## src/rtl/uart_tx.sv

```systemverilog
// 8N1 UART transmitter: one byte per valid/ready handshake, LSB first,
// CLKS_PER_BIT clock cycles per serial bit, with a registered tx output.
module uart_tx #(
  parameter int CLKS_PER_BIT = 217
) (
  input  logic       clk,
  input  logic       rst_n,
  input  logic [7:0] data,
  input  logic       valid,
  output logic       ready,
  output logic       tx
);

  localparam int CW = (CLKS_PER_BIT > 1) ? $clog2(CLKS_PER_BIT) : 1;
  localparam logic [CW-1:0] CNT_MAX = CW'(CLKS_PER_BIT - 1);

  localparam logic [1:0] IDLE  = 2'd0;
  localparam logic [1:0] START = 2'd1;
  localparam logic [1:0] DATA  = 2'd2;
  localparam logic [1:0] STOP  = 2'd3;

  logic [1:0]    state_reg, state_next;
  logic [7:0]    sr_reg, sr_next;
  logic [CW-1:0] cnt_reg, cnt_next;
  logic [2:0]    bi_reg, bi_next;
  logic          tx_reg, tx_next;
  logic          bit_end;
  logic          accept;

  assign bit_end = (cnt_reg == CNT_MAX);
  // Ready reopens in the last cycle of the stop bit so frames can run back-to-back.
  assign ready   = (state_reg == IDLE) || ((state_reg == STOP) && bit_end);
  assign accept  = valid && ready;
  assign tx      = tx_reg;

  always_comb begin
    state_next = state_reg;
    sr_next    = sr_reg;
    bi_next    = bi_reg;
    tx_next    = tx_reg;
    cnt_next   = ((state_reg == IDLE) || bit_end) ? '0 : cnt_reg + 1'b1;

    case (state_reg)
      IDLE: begin
        if (accept) begin
          state_next = START;
          sr_next    = data;
          tx_next    = 1'b0;
        end
      end
      START: begin
        if (bit_end) begin
          state_next = DATA;
          bi_next    = 3'd0;
          tx_next    = sr_reg[0];
        end
      end
      DATA: begin
        if (bit_end) begin
          sr_next = sr_reg >> 1;
          bi_next = bi_reg + 3'd1;
          // tx is registered, so it takes the bit that becomes sr[0] after this shift.
          if (bi_reg == 3'd7) begin
            state_next = STOP;
            tx_next    = 1'b1;
          end else begin
            tx_next    = sr_reg[1];
          end
        end
      end
      STOP: begin
        if (bit_end) begin
          if (accept) begin
            state_next = START;
            sr_next    = data;
            tx_next    = 1'b0;
          end else begin
            state_next = IDLE;
            tx_next    = 1'b1;
          end
        end
      end
      default: begin
        state_next = IDLE;
        tx_next    = 1'b1;
      end
    endcase
  end

  always_ff @(posedge clk or negedge rst_n) begin
    if (!rst_n) begin
      state_reg <= IDLE;
      sr_reg    <= 8'd0;
      cnt_reg   <= '0;
      bi_reg    <= 3'd0;
      tx_reg    <= 1'b1;
    end else begin
      state_reg <= state_next;
      sr_reg    <= sr_next;
      cnt_reg   <= cnt_next;
      bi_reg    <= bi_next;
      tx_reg    <= tx_next;
    end
  end

endmodule
```

## config.mk

```make
export PLATFORM = sky130hd
export DESIGN_NAME = uart_tx
export DESIGN_NICKNAME = d
export VERILOG_FILES = /design/src/rtl/uart_tx.sv
export SDC_FILE = /design/constraint.sdc
export NUM_CORES = 1
export LEC_CHECK = 0
export CAP_MARGIN = 20
export CORE_MARGIN = 2
export CORE_UTILIZATION = 60
export DETAILED_ROUTE_END_ITERATION = 12
export MAX_ROUTING_LAYER = met4
export PLACE_DENSITY_LB_ADDON = 0.15
export SETUP_SLACK_MARGIN = 0.5
export SYNTH_ARGS = -nofsm -noshare
export SYNTH_HDL_FRONTEND = slang
export SYNTH_SLANG_ARGS = --single-unit
```

## constraint.sdc

```tcl
create_clock -name clk -period 4.9 [get_ports clk]
set_input_delay 1.225 -clock clk [delete_from_list [all_inputs] [get_ports clk]]
set_output_delay 1.225 -clock clk [all_outputs]
set_load 0.05 [all_outputs]
```

==> qor.json, run 1 <==
{
  "route": {
    "drt_first_iter_violations": 27,
    "detail_route.drc_violations": 0,
    "drt_wl_total_um": 2675,
    "drt_pass1_iterations": 4,
    "vias": 1049,
    "wl_per_cell_um": 15.46,
    "vias_per_inst": 6.064,
    "ant_nets": 0
  },
  "sta": {
    "grt_setup_unrepaired": "false",
    "final.setup_skew_ns": 0.002527,
    "timing_hold_violations_final": 0,
    "slew_headroom": 0.5739,
    "fmax_mhz": 273.7,
    "finalSetupTns_ns": 0,
    "whs_ns": 0.5158,
    "timing.final.crit_period_ns": 3.654,
    "final-max-slew-violation-count": 0,
    "max_slew.worst_pin.slew_ns": 0.6392,
    "setup_failing_eps_final": 0,
    "final_min_period_over_clock_period": 0.7457
  },
  "worst_setup_path": {
    "worst-path-buf-inv": 3,
    "worstPathMaxFanout": 7,
    "worst_path_max_stage_delay_ns": 0.80,
    "crit_slowest_cell": "sky130_fd_sc_hd__clkdlybuf4s50_1",
    "critical_path.cell_chain": "inv_1 > ha_1 > nor3b_4 > a31oi_2 > inv_1 > clkdlybuf4s50_1",
    "critPathTopFamily": "buffers and inverters",
    "timing.setup.critical_path_class": "reg2out",
    "crit_arrival_ns": 2.43,
    "critical_path_required_ns": 3.67,
    "r2r_cells": 6,
    "crit_path_start_kind": "flop",
    "cpMostUsedCell": "sky130_fd_sc_hd__inv_1",
    "critical_path.endpoint_type": "output pin",
    "path_depth": 6
  },
  "synth": {
    "syn_inst": 134,
    "ys_seq_elements": 22,
    "synthesis.area_um2": 1390,
    "async_reset_ff_frac": 1.000,
    "synthFlopType": "sky130_fd_sc_hd__dfrtp_1",
    "postSynthAreaPerCell_um2": 10.37,
    "ys_seq_area_frac": 0.3969,
    "yosysWarningCount": 0,
    "netlist-cell-type-count": 43,
    "synth_fp_nets": 155,
    "synth_edf_count": 0
  },
  "run": {
    "cap_violations": 0
  },
  "floorplan": {
    "fp.dieArea_um2": 2718,
    "dieHeight_um": 52.14,
    "core_um2": 2191,
    "width_of_the_die_um": 52.14,
    "placementRows": 17,
    "ioPinCount": 13,
    "floorplan.initialDensity": 0.6345
  },
  "pwr": {
    "pwr_density_nw_per_um2": 190.7,
    "lkg_pwr_nw": 0.7187,
    "ir_drop_mv": 0.1391,
    "total_power_mw": 0.3007
  },
  "clock_tree": {
    "cts-htree-levels": 1,
    "clockRootBuffer": "sky130_fd_sc_hd__clkbuf_4",
    "number_of_cts_inserted_buffers": 3,
    "post_cts_resize_count": 0,
    "post-cts-setup-buffers": 0,
    "ctsHoldBuffers": 0,
    "path_clk_slew_ns": 0.12,
    "cts_tree": "yes",
    "clock_latency_on_the_worst_skew_pair_ns": 0.31,
    "clock_tree.buffer_depth": 2,
    "clkSinkCount": 22
  },
  "run_status": {
    "outcome": "finished clean"
  },
  "place": {
    "routabilityCongestion": 0.8037,
    "place_hpwl_um": 1883,
    "port_buffers": 12,
    "place_inst": 168,
    "area_after_detailed_placement_um2": 1513
  },
  "final_layout": {
    "area_of_all_placed_cells_without_fillers_um2": 1577,
    "drive_above_1_share": 0.1310,
    "final_non_filler_cells": 173,
    "final_nets": 167,
    "syn_to_final_growth_pct": 13.41,
    "antenna-diode-count": 0
  },
  "global_route": {
    "grt_first_pass_wirelength_um": 4623,
    "grt_start_max_net_pins": 23,
    "initial_antenna_violation_count": 0,
    "grt.overflow.total": 0,
    "groute.usage.overall": 0.2365,
    "grt_pass1_vias": 1053
  },
  "min_path": {
    "holdPathStages": 2,
    "hp-class": "reg2reg"
  }
}
-- cells in the final DEF (no fill, tap or decap), types with 2 or more instances in the layout --
| master | count |
|---|---|
| sky130_fd_sc_hd__a21oi_1 | 4 |
| sky130_fd_sc_hd__a22o_1 | 2 |
| sky130_fd_sc_hd__and2_1 | 3 |
| sky130_fd_sc_hd__and3_1 | 2 |
| sky130_fd_sc_hd__clkbuf_4 | 3 |
| sky130_fd_sc_hd__clkdlybuf4s50_1 | 12 |
| sky130_fd_sc_hd__dfrtp_1 | 21 |
| sky130_fd_sc_hd__ha_1 | 10 |
| sky130_fd_sc_hd__inv_1 | 8 |
| sky130_fd_sc_hd__mux2_2 | 2 |
| sky130_fd_sc_hd__nand2_1 | 6 |
| sky130_fd_sc_hd__nand2b_1 | 7 |
| sky130_fd_sc_hd__nand3_1 | 5 |
| sky130_fd_sc_hd__nor2_1 | 9 |
| sky130_fd_sc_hd__nor2b_1 | 3 |
| sky130_fd_sc_hd__nor3_1 | 3 |
| sky130_fd_sc_hd__o21ai_0 | 3 |
| sky130_fd_sc_hd__o221a_1 | 4 |
| sky130_fd_sc_hd__o221a_2 | 2 |
| sky130_fd_sc_hd__o32a_1 | 6 |
| sky130_fd_sc_hd__or2b_1 | 3 |
| sky130_fd_sc_hd__xnor2_1 | 2 |
| sky130_fd_sc_hd__xor2_1 | 4 |
-- per-layer routing --
metal | part of all wire | global-route usage | routed length [µm]
met2 | 0.48 | 0.3734 | 1271
met1 | 0.47 | 0.3109 | 1269
met5 | 0 | - | 0
met3 | 0.040 | 0.03448 | 107
met4 | 0.010 | 0.08974 | 27
-- cell type report --
type,count,area (µm²)
Tap cell,28,35.03
Multi-Input combinational cell,98,775.7
Inverter,8,30.03
Timing Repair Buffer,13,147.6
Sequential cell,22,551.8
Fill cell,163,614.3
Clock buffer,4,36.28
-- cell usage after synthesis, types with 2 or more instances --
| cell type | n | area share |
|---|---|---|
| sky130_fd_sc_hd__a21oi_1 | 4 | 0.014 |
| sky130_fd_sc_hd__a22o_1 | 2 | 0.013 |
| sky130_fd_sc_hd__and2_1 | 3 | 0.014 |
| sky130_fd_sc_hd__and3_1 | 2 | 0.0090 |
| sky130_fd_sc_hd__buf_2 | 2 | 0.0072 |
| sky130_fd_sc_hd__clkbuf_1 | 3 | 0.0081 |
| sky130_fd_sc_hd__dfrtp_1 | 21 | 0.38 |
| sky130_fd_sc_hd__ha_1 | 10 | 0.090 |
| sky130_fd_sc_hd__inv_1 | 8 | 0.022 |
| sky130_fd_sc_hd__mux2_2 | 2 | 0.016 |
| sky130_fd_sc_hd__nand2_1 | 6 | 0.016 |
| sky130_fd_sc_hd__nand2b_1 | 7 | 0.032 |
| sky130_fd_sc_hd__nand3_1 | 5 | 0.018 |
| sky130_fd_sc_hd__nor2_1 | 9 | 0.024 |
| sky130_fd_sc_hd__nor2b_1 | 3 | 0.014 |
| sky130_fd_sc_hd__nor3_1 | 3 | 0.011 |
| sky130_fd_sc_hd__o21ai_0 | 3 | 0.011 |
| sky130_fd_sc_hd__o221a_1 | 4 | 0.032 |
| sky130_fd_sc_hd__o221a_2 | 2 | 0.016 |
| sky130_fd_sc_hd__o32a_1 | 6 | 0.043 |
| sky130_fd_sc_hd__or2b_1 | 3 | 0.016 |
| sky130_fd_sc_hd__xnor2_1 | 2 | 0.013 |
| sky130_fd_sc_hd__xor2_1 | 4 | 0.025 |
-- worst reg2reg max path, stage by stage, from the launching register on --
cell and delay, ns:
sky130_fd_sc_hd__dfrtp_1 0.46, sky130_fd_sc_hd__inv_1 0.14, sky130_fd_sc_hd__ha_1 0.58, sky130_fd_sc_hd__nor3_1 0.17, sky130_fd_sc_hd__a21oi_2 0.44, sky130_fd_sc_hd__or2b_1 0.28, sky130_fd_sc_hd__o221a_1 0.12
-- where the power goes --
part / leakage [nW] / internal, mW / switching, mW
combinational: 0.419 / 0.0105 / 0.00660
sequential: 0.279 / 0.182 / 0
clock: 0.0210 / 0.0454 / 0.0566
-- logic make-up (layout without fill, tap and decap cells) --
group,Yosys count,in the layout,synth area share
AO/OA/AOI/OAI,31,31,0.1980
flip-flops,22,22,0.3969
XOR/XNOR,6,6,0.03780
adder cells (fa/ha/maj),10,10,0.09001
buffers and inverters,14,25,0.04500
multiplexers,2,2,0.01620
AND/OR/NAND/NOR,49,49,0.2160
-- stage by stage --
step	utilization	setup slack (ns)
after floorplan	-	2.300
after global placement	0.6905	1.672
after detailed placement	0.6905	1.593
after CTS	0.7070	1.244
after global routing	0.7196	1.100
final	0.7196	1.246
-- path summary, 6_finish.rpt --
check	endpoint	startpoint	slack, ns
min	sr_reg[7]	sr_reg[7]	0.52
min reg2reg	sr_reg[7]	sr_reg[7]	0.52
max reg2reg	sr_reg[4]	state_reg[0]	2.61
max	ready	cnt_reg[0]	1.25
min in group asynchronous	cnt_reg[1]	rst_n	1.20
max in group asynchronous	sr_reg[3]	rst_n	3.29
Power figures use the tool's default switching activity.
==> inputs of run 2 (changes only) <==
- CORE_UTILIZATION: 60 -> 56
- clock period: 4.9 -> 3.4 ns (I/O delays scaled with it)
==> qor.json, run 2 (synthesis gave the netlist of run 1 again) <==
{
  "floorplan": {
    "fp.dieArea": {"value": 2897, "unit": "µm²", "change": "+6.6%"},
    "placementRows": {"value": 18, "change": "+1"},
    "width_of_the_die": {"value": 53.82, "unit": "µm", "change": "+3.2%"},
    "core": {"value": 2410, "unit": "µm²", "change": "+10%"},
    "floorplan.initialDensity": {"value": 0.5768, "change": "-0.05765"},
    "dieHeight": {"value": 53.82, "unit": "µm", "change": "+3.2%"},
    "ioPinCount": {"value": 13, "change": "unchanged"}
  },
  "place": {
    "place_hpwl": {"value": 1958, "unit": "µm", "change": "+4.0%"},
    "port_buffers": {"value": 12, "change": "unchanged"},
    "place_inst": {"value": 172, "change": "+2.4%"},
    "routabilityCongestion": {"value": 0.7743, "change": "-3.7%"},
    "area_after_detailed_placement": {"value": 1530, "unit": "µm²", "change": "+1.2%"},
    "place_ws": {"value": 0.5011, "unit": "ns", "change": "-1.092 ns"}
  },
  "clock_tree": {
    "clock_latency_on_the_worst_skew_pair": {"value": 0.30, "unit": "ns", "change": "about the same"},
    "cts_tree": "yes",
    "cts-htree-levels": {"value": 1, "change": "unchanged"},
    "number_of_cts_inserted_buffers": {"value": 3, "change": "unchanged"},
    "clockRootBuffer": "sky130_fd_sc_hd__clkbuf_4",
    "path_clk_slew": {"value": 0.13, "unit": "ns", "change": "about the same"},
    "clkSinkCount": {"value": 22, "change": "unchanged"},
    "clock_tree.buffer_depth": {"value": 2, "change": "unchanged"}
  },
  "global_route": {
    "groute.usage.overall": {"value": 0.2172, "change": "-0.01930"},
    "grt.overflow.total": {"value": 0, "change": "unchanged"},
    "initial_antenna_violation_count": {"value": 0, "change": "unchanged"},
    "grt_pass1_vias": {"value": 976, "change": "-7.3%"},
    "grt_start_max_net_pins": {"value": 23, "change": "unchanged"},
    "grt_first_pass_wirelength": {"value": 4416, "unit": "µm", "change": "-4.5%"}
  },
  "pwr": {
    "pwr_density": {"value": 271.5, "unit": "nW/µm²", "change": "+42%"},
    "lkg_pwr": {"value": 0.7226, "unit": "nW", "change": "+0.55%"},
    "ir_drop": {"value": 0.2105, "unit": "mV", "change": "+51%"}
  },
  "worst_setup_path": {
    "critical_path.endpoint_type": "output pin",
    "crit_path_start_kind": "flop",
    "worst_path_max_stage_delay": {"value": 0.44, "unit": "ns", "change": "-0.36 ns"},
    "critical_path.cell_chain": "inv_1 > ha_1 > nor3b_4 > a31oi_4 > inv_1 > clkdlybuf4s15_2",
    "crit_arrival": {"value": 1.93, "unit": "ns", "change": "-0.50 ns"},
    "cpMostUsedCell": "sky130_fd_sc_hd__inv_1",
    "worstPathMaxFanout": {"value": 7, "change": "unchanged"},
    "crit_slowest_cell": "sky130_fd_sc_hd__dfrtp_1",
    "critPathTopFamily": "buffers and inverters",
    "timing.setup.critical_path_class": "reg2out",
    "critical_path_required": {"value": 2.55, "unit": "ns", "change": "-1.12 ns"},
    "worst-path-buf-inv": {"value": 3, "change": "unchanged"}
  },
  "final_layout": {
    "most_common_library_cell_in_the_layout_ignoring_fill_and_taps": "sky130_fd_sc_hd__dfrtp_1",
    "antenna-diode-count": {"value": 0, "change": "unchanged"},
    "final_core_density": {"value": 0.6573, "change": "-0.06227"},
    "syn_to_final_growth_pct": 13.95,
    "final_nets": {"value": 169, "change": "+1.2%"},
    "final_non_filler_cells": {"value": 177, "change": "+2.3%"},
    "fill_cell_total_of_the_finished_layout": {"value": 191, "change": "+17%"},
    "area_of_all_placed_cells_without_fillers": {"value": 1584, "unit": "µm²", "change": "+0.48%"},
    "layout.cells.most_common_list": "21 x sky130_fd_sc_hd__dfrtp_1, 11 x sky130_fd_sc_hd__clkdlybuf4s50_1, 10 x sky130_fd_sc_hd__ha_1, 9 x sky130_fd_sc_hd__nor2_1, 8 x sky130_fd_sc_hd__inv_1",
    "sequential_cell_area": {"value": 551.8, "unit": "µm²", "change": "unchanged"},
    "multi_input_comb_area": {"value": 784.5, "unit": "µm²", "change": "+1.1%"},
    "drive_above_1_share": {"value": 0.1497, "change": "+0.01863"}
  },
  "route": {
    "drt_first_iter_violations": {"value": 23, "change": "-15%"},
    "wl_per_cell": {"value": 15.13, "unit": "µm", "change": "-2.2%"},
    "vias_per_inst": {"value": 6.090, "change": "+0.44%"},
    "ant_nets": {"value": 0, "change": "unchanged"},
    "drt_pass1_iterations": {"value": 4, "change": "unchanged"},
    "vias": {"value": 1078, "change": "+2.8%"},
    "detail_route.drc_violations": {"value": 0, "change": "unchanged"},
    "drt_wl_total": {"value": 2678, "unit": "µm", "change": "+0.11%"}
  },
  "sta": {
    "slew_headroom": {"value": 0.5869, "change": "+0.01303"},
    "final.setup_skew": {"value": 0.003361, "unit": "ns", "change": "+0.0008338 ns"},
    "setup_slack": {"value": 0.6214, "unit": "ns", "change": "-0.6249 ns"},
    "fmax_mhz": 359.9,
    "final_min_period_over_clock_period": 0.8172,
    "max_slew.worst_pin.slew": {"value": 0.6197, "unit": "ns", "change": "-0.01954 ns"},
    "final-max-slew-violation-count": {"value": 0, "change": "unchanged"},
    "timing.final.crit_period_ns": 2.779,
    "setup_failing_eps_final": {"value": 0, "change": "unchanged"},
    "grt_setup_unrepaired": "false",
    "finalSetupTns": {"value": 0, "unit": "ns", "change": "unchanged"},
    "timing_hold_violations_final": {"value": 0, "change": "unchanged"}
  },
  "run": {
    "cap_violations": {"value": 0, "change": "unchanged"}
  },
  "run_status": {
    "outcome": "finished clean"
  },
  "min_path": {
    "hp-class": "reg2reg"
  }
}
==> run 2: worst register-to-register path, delay by kind of cell, from the launching register on <==
| family | cells | cell delay [ns] |
|---|---|---|
| AO/OA/AOI/OAI | 2 | 0.53 |
| adder cells (fa/ha/maj) | 1 | 0.57 |
| buffers and inverters | 1 | 0.14 |
| flip-flops | 1 | 0.45 |
| AND/OR/NAND/NOR | 2 | 0.44 |
==> run 2: final timing paths <==
path | cells past startpoint | startpoint | to | slack [ns]
worst max-delay path | 6 | cnt_reg[0] | ready | 0.62
worst min-delay path | 2 | tx | tx | 0.51
worst max register to register | 6 | state_reg[0] | sr_reg[0] | 1.17
worst min register to register | 2 | tx | tx | 0.51
max in group asynchronous | 2 | rst_n | tx | 2.25
min in group asynchronous | 2 | rst_n | cnt_reg[7] | 0.88
==> run 2: stage by stage <==
stage	hold WS, ns	power, mW
2_1_floorplan	0.4641	0.2697
3_3_place_gp	0.4808	0.2894
3_5_place_dp	0.4850	0.2897
4_1_cts	0.5130	0.4330
5_1_grt	0.5419	0.4510
6_report	0.5101	0.4301
==> run 2: layer usage <==
| metal | GRT usage | up-vias | part of all wire |
|---|---|---|---|
| met5 | - | - | 0 |
| met4 | 0.05983 | 0 | 0.013 |
| met3 | 0.02778 | 6 | 0.034 |
| met2 | 0.3537 | 31 | 0.49 |
| met1 | 0.2840 | 527 | 0.46 |
| li1 | - | 514 | - |
==> run 2: power breakdown <==
group          internal [mW]  total [mW]  switching, mW
combinational         0.0134      0.0226        0.00917
sequential             0.262       0.262              0
clock                 0.0653       0.146         0.0805
==> run 2: final cells by class <==
type                            count  share of cell area
Clock buffer                        4             0.02291
Inverter                            8             0.01896
Multi-Input combinational cell     98              0.4953
Sequential cell                    22              0.3483
Tap cell                           30             0.02370
Timing Repair Buffer               15             0.09084
==> run 2: timing repair <==
action | in CTS | in global routing
setup endpoints to repair | 1 | 1
gates resized for setup | 3 | 1
gates cloned | 0 | 0
hold buffers | 0 | 0
setup buffers | 0 | 1
==> inputs of run 3 (changes only) <==
- CORE_UTILIZATION: 56 -> 51
- clock period: 3.4 -> 2.5 ns (I/O delays scaled with it)
==> qor.json, run 3 (synthesis gave the netlist of run 1 again) <==
{
  "run_status": {
    "outcome": "finished clean"
  },
  "worst_setup_path": {
    "crit-reg2reg-capture": "sr_reg[3]",
    "worstPathMaxFanout": {"value": 5, "change": "-2"},
    "critical_path.endpoint_type": "output pin",
    "r2r_setup_slk": {"value": 0.39, "unit": "ns", "change": "-0.78 ns"},
    "crit-reg2reg-launch": "cnt_reg[1]",
    "timing.setup.critical_path_class": "reg2out",
    "r2r_cells": {"value": 9, "change": "+3"},
    "crit_arrival": {"value": 1.56, "unit": "ns", "change": "-0.37 ns"},
    "critical_path_required": {"value": 1.88, "unit": "ns", "change": "-0.67 ns"},
    "crit_path_start_kind": "flop"
  },
  "clock_tree": {
    "path_clk_slew": {"value": 0.12, "unit": "ns", "change": "about the same"},
    "clockRootBuffer": "sky130_fd_sc_hd__clkbuf_4",
    "clock_latency_on_the_worst_skew_pair": {"value": 0.31, "unit": "ns", "change": "about the same"},
    "clock_tree.buffer_depth": {"value": 2, "change": "unchanged"},
    "cts-htree-levels": {"value": 1, "change": "unchanged"},
    "clkSinkCount": {"value": 22, "change": "unchanged"},
    "number_of_cts_inserted_buffers": {"value": 3, "change": "unchanged"},
    "cts_tree": "yes"
  },
  "sta": {
    "final-max-slew-violation-count": {"value": 0, "change": "unchanged"},
    "max_slew.worst_pin.slew": {"value": 0.5123, "unit": "ns", "change": "-0.1073 ns"},
    "whs": {"value": 0.5285, "unit": "ns", "change": "+0.01837 ns"},
    "grt_setup_unrepaired": "true",
    "timing_hold_violations_final": {"value": 0, "change": "unchanged"},
    "finalSetupTns": {"value": 0, "unit": "ns", "change": "unchanged"},
    "slew_headroom": {"value": 0.6584, "change": "+0.07154"},
    "setup_slack": {"value": 0.3140, "unit": "ns", "change": "-0.3074 ns"},
    "setup_failing_eps_final": {"value": 0, "change": "unchanged"},
    "final.setup_skew": {"value": 0.001218, "unit": "ns", "change": "-0.002143 ns"},
    "timing.final.crit_period_ns": 2.186,
    "final_min_period_over_clock_period": 0.8744,
    "fmax_mhz": 457.4
  },
  "pwr": {
    "total_power": {"value": 0.5572, "unit": "mW", "change": "+30%"},
    "lkg_pwr": {"value": 0.7665, "unit": "nW", "change": "+6.1%"},
    "pwr_density": {"value": 335.6, "unit": "nW/µm²", "change": "+24%"},
    "ir_drop": {"value": 0.2763, "unit": "mV", "change": "+31%"}
  },
  "global_route": {
    "groute.usage.overall": {"value": 0.2037, "change": "-0.01348"},
    "grt_pass1_vias": {"value": 1098, "change": "+13%"},
    "initial_antenna_violation_count": {"value": 0, "change": "unchanged"},
    "grt_first_pass_wirelength": {"value": 4988, "unit": "µm", "change": "+13%"},
    "grt_start_max_net_pins": {"value": 23, "change": "unchanged"},
    "grt.overflow.total": {"value": 0, "change": "unchanged"}
  },
  "floorplan": {
    "placementRows": {"value": 18, "change": "unchanged"},
    "fp.dieArea": {"value": 3159, "unit": "µm²", "change": "+9.1%"},
    "floorplan.initialDensity": {"value": 0.5511, "change": "-0.02575"},
    "width_of_the_die": {"value": 56.21, "unit": "µm", "change": "+4.4%"},
    "core": {"value": 2522, "unit": "µm²", "change": "+4.7%"},
    "ioPinCount": {"value": 13, "change": "unchanged"},
    "dieHeight": {"value": 56.21, "unit": "µm", "change": "+4.4%"}
  },
  "place": {
    "place_inst": {"value": 173, "change": "+0.58%"},
    "area_after_detailed_placement": {"value": 1548, "unit": "µm²", "change": "+1.1%"},
    "place_ws": {"value": 0.3294, "unit": "ns", "change": "-0.1717 ns"},
    "routabilityCongestion": {"value": 0.7977, "change": "+3.0%"},
    "place_hpwl": {"value": 2046, "unit": "µm", "change": "+4.5%"},
    "port_buffers": {"value": 12, "change": "unchanged"}
  },
  "route": {
    "wl_per_cell": {"value": 15.68, "unit": "µm", "change": "+3.7%"},
    "detail_route.drc_violations": {"value": 0, "change": "unchanged"},
    "ant_nets": {"value": 0, "change": "unchanged"},
    "drt_wl_total": {"value": 2917, "unit": "µm", "change": "+8.9%"},
    "drt_first_iter_violations": {"value": 25, "change": "+8.7%"},
    "vias_per_inst": {"value": 5.914, "change": "-2.9%"},
    "vias": {"value": 1100, "change": "+2.0%"},
    "drt_pass1_iterations": {"value": 4, "change": "unchanged"}
  },
  "min_path": {
    "hold_path_startpoint": "bi_reg[1]",
    "hp-class": "reg2reg",
    "hold_end": "bi_reg[1]",
    "holdPathStages": {"value": 1, "change": "-1"}
  },
  "final_layout": {
    "final_non_filler_cells": {"value": 186, "change": "+5.1%"},
    "final_nets": {"value": 178, "change": "+5.3%"},
    "drive_above_1_share": {"value": 0.2244, "change": "+0.07470"},
    "final_core_density": {"value": 0.6582, "change": "+0.0009130"},
    "syn_to_final_growth_pct": 19.44,
    "most_common_library_cell_in_the_layout_ignoring_fill_and_taps": "sky130_fd_sc_hd__dfrtp_1",
    "layout.cells.most_common_list": "21 x sky130_fd_sc_hd__dfrtp_1, 12 x sky130_fd_sc_hd__buf_4, 10 x sky130_fd_sc_hd__clkdlybuf4s50_1, 9 x sky130_fd_sc_hd__nor2_1, 9 x sky130_fd_sc_hd__ha_1",
    "antenna-diode-count": {"value": 0, "change": "unchanged"},
    "area_of_all_placed_cells_without_fillers": {"value": 1660, "unit": "µm²", "change": "+4.8%"}
  },
  "run": {
    "cap_violations": {"value": 0, "change": "unchanged"}
  }
}
-- run 3: worst max-delay path, cell delays in order, from the launching register on --
cell and delay (ns):
sky130_fd_sc_hd__dfrtp_1 0.44, sky130_fd_sc_hd__inv_1 0.12, sky130_fd_sc_hd__ha_1 0.30, sky130_fd_sc_hd__a31oi_4 0.19, sky130_fd_sc_hd__inv_2 0.06, sky130_fd_sc_hd__buf_12 0.14
-- run 3: area by class of cell --
cell class,instances,area (µm²)
inverters,8,30.03
fillers,207,862.1
clock buffers,4,26.28
multi-input cells,98,799.5
repair buffers,24,215.2
flip-flops and latches,22,551.8
well taps,30,37.54
-- run 3: worst max path at each step --
stage            startpoint   endpoint  slack [ns]  cells past startpoint
2_1_floorplan    cnt_reg[0]      ready        0.59                      5
3_3_place_gp          valid  sr_reg[0]        0.35                      5
3_5_place_dp          valid  sr_reg[3]        0.33                      5
4_1_cts          cnt_reg[0]      ready        0.33                      6
5_1_grt          cnt_reg[1]      ready        0.25                      6
6_report       state_reg[0]      ready        0.31                      5
-- run 3: what timing repair did --
item / 4_1_cts / 5_1_grt
hold buffers: 0 / 0
buffers inserted: 7 / 2
setup endpoints to repair: 3 / 11
pin swaps: 2 / 9
resized for setup: 4 / 3
-- run 3: layer usage --
layer	GRT usage	routed length [µm]
met5	-	0
met4	0.04762	27
met3	0.03953	78
met2	0.3378	1455
met1	0.2577	1356
-- run 3: power breakdown --
group / switching [mW] / total [mW] / leakage (nW) / internal [mW]
Clock: 0.108 / 0.171 / 0.0150 / 0.0623
Combinational: 0.0125 / 0.0308 / 0.472 / 0.0183
Sequential: 0 / 0.356 / 0.279 / 0.356
Total: 0.121 / 0.557 / 0.766 / 0.436
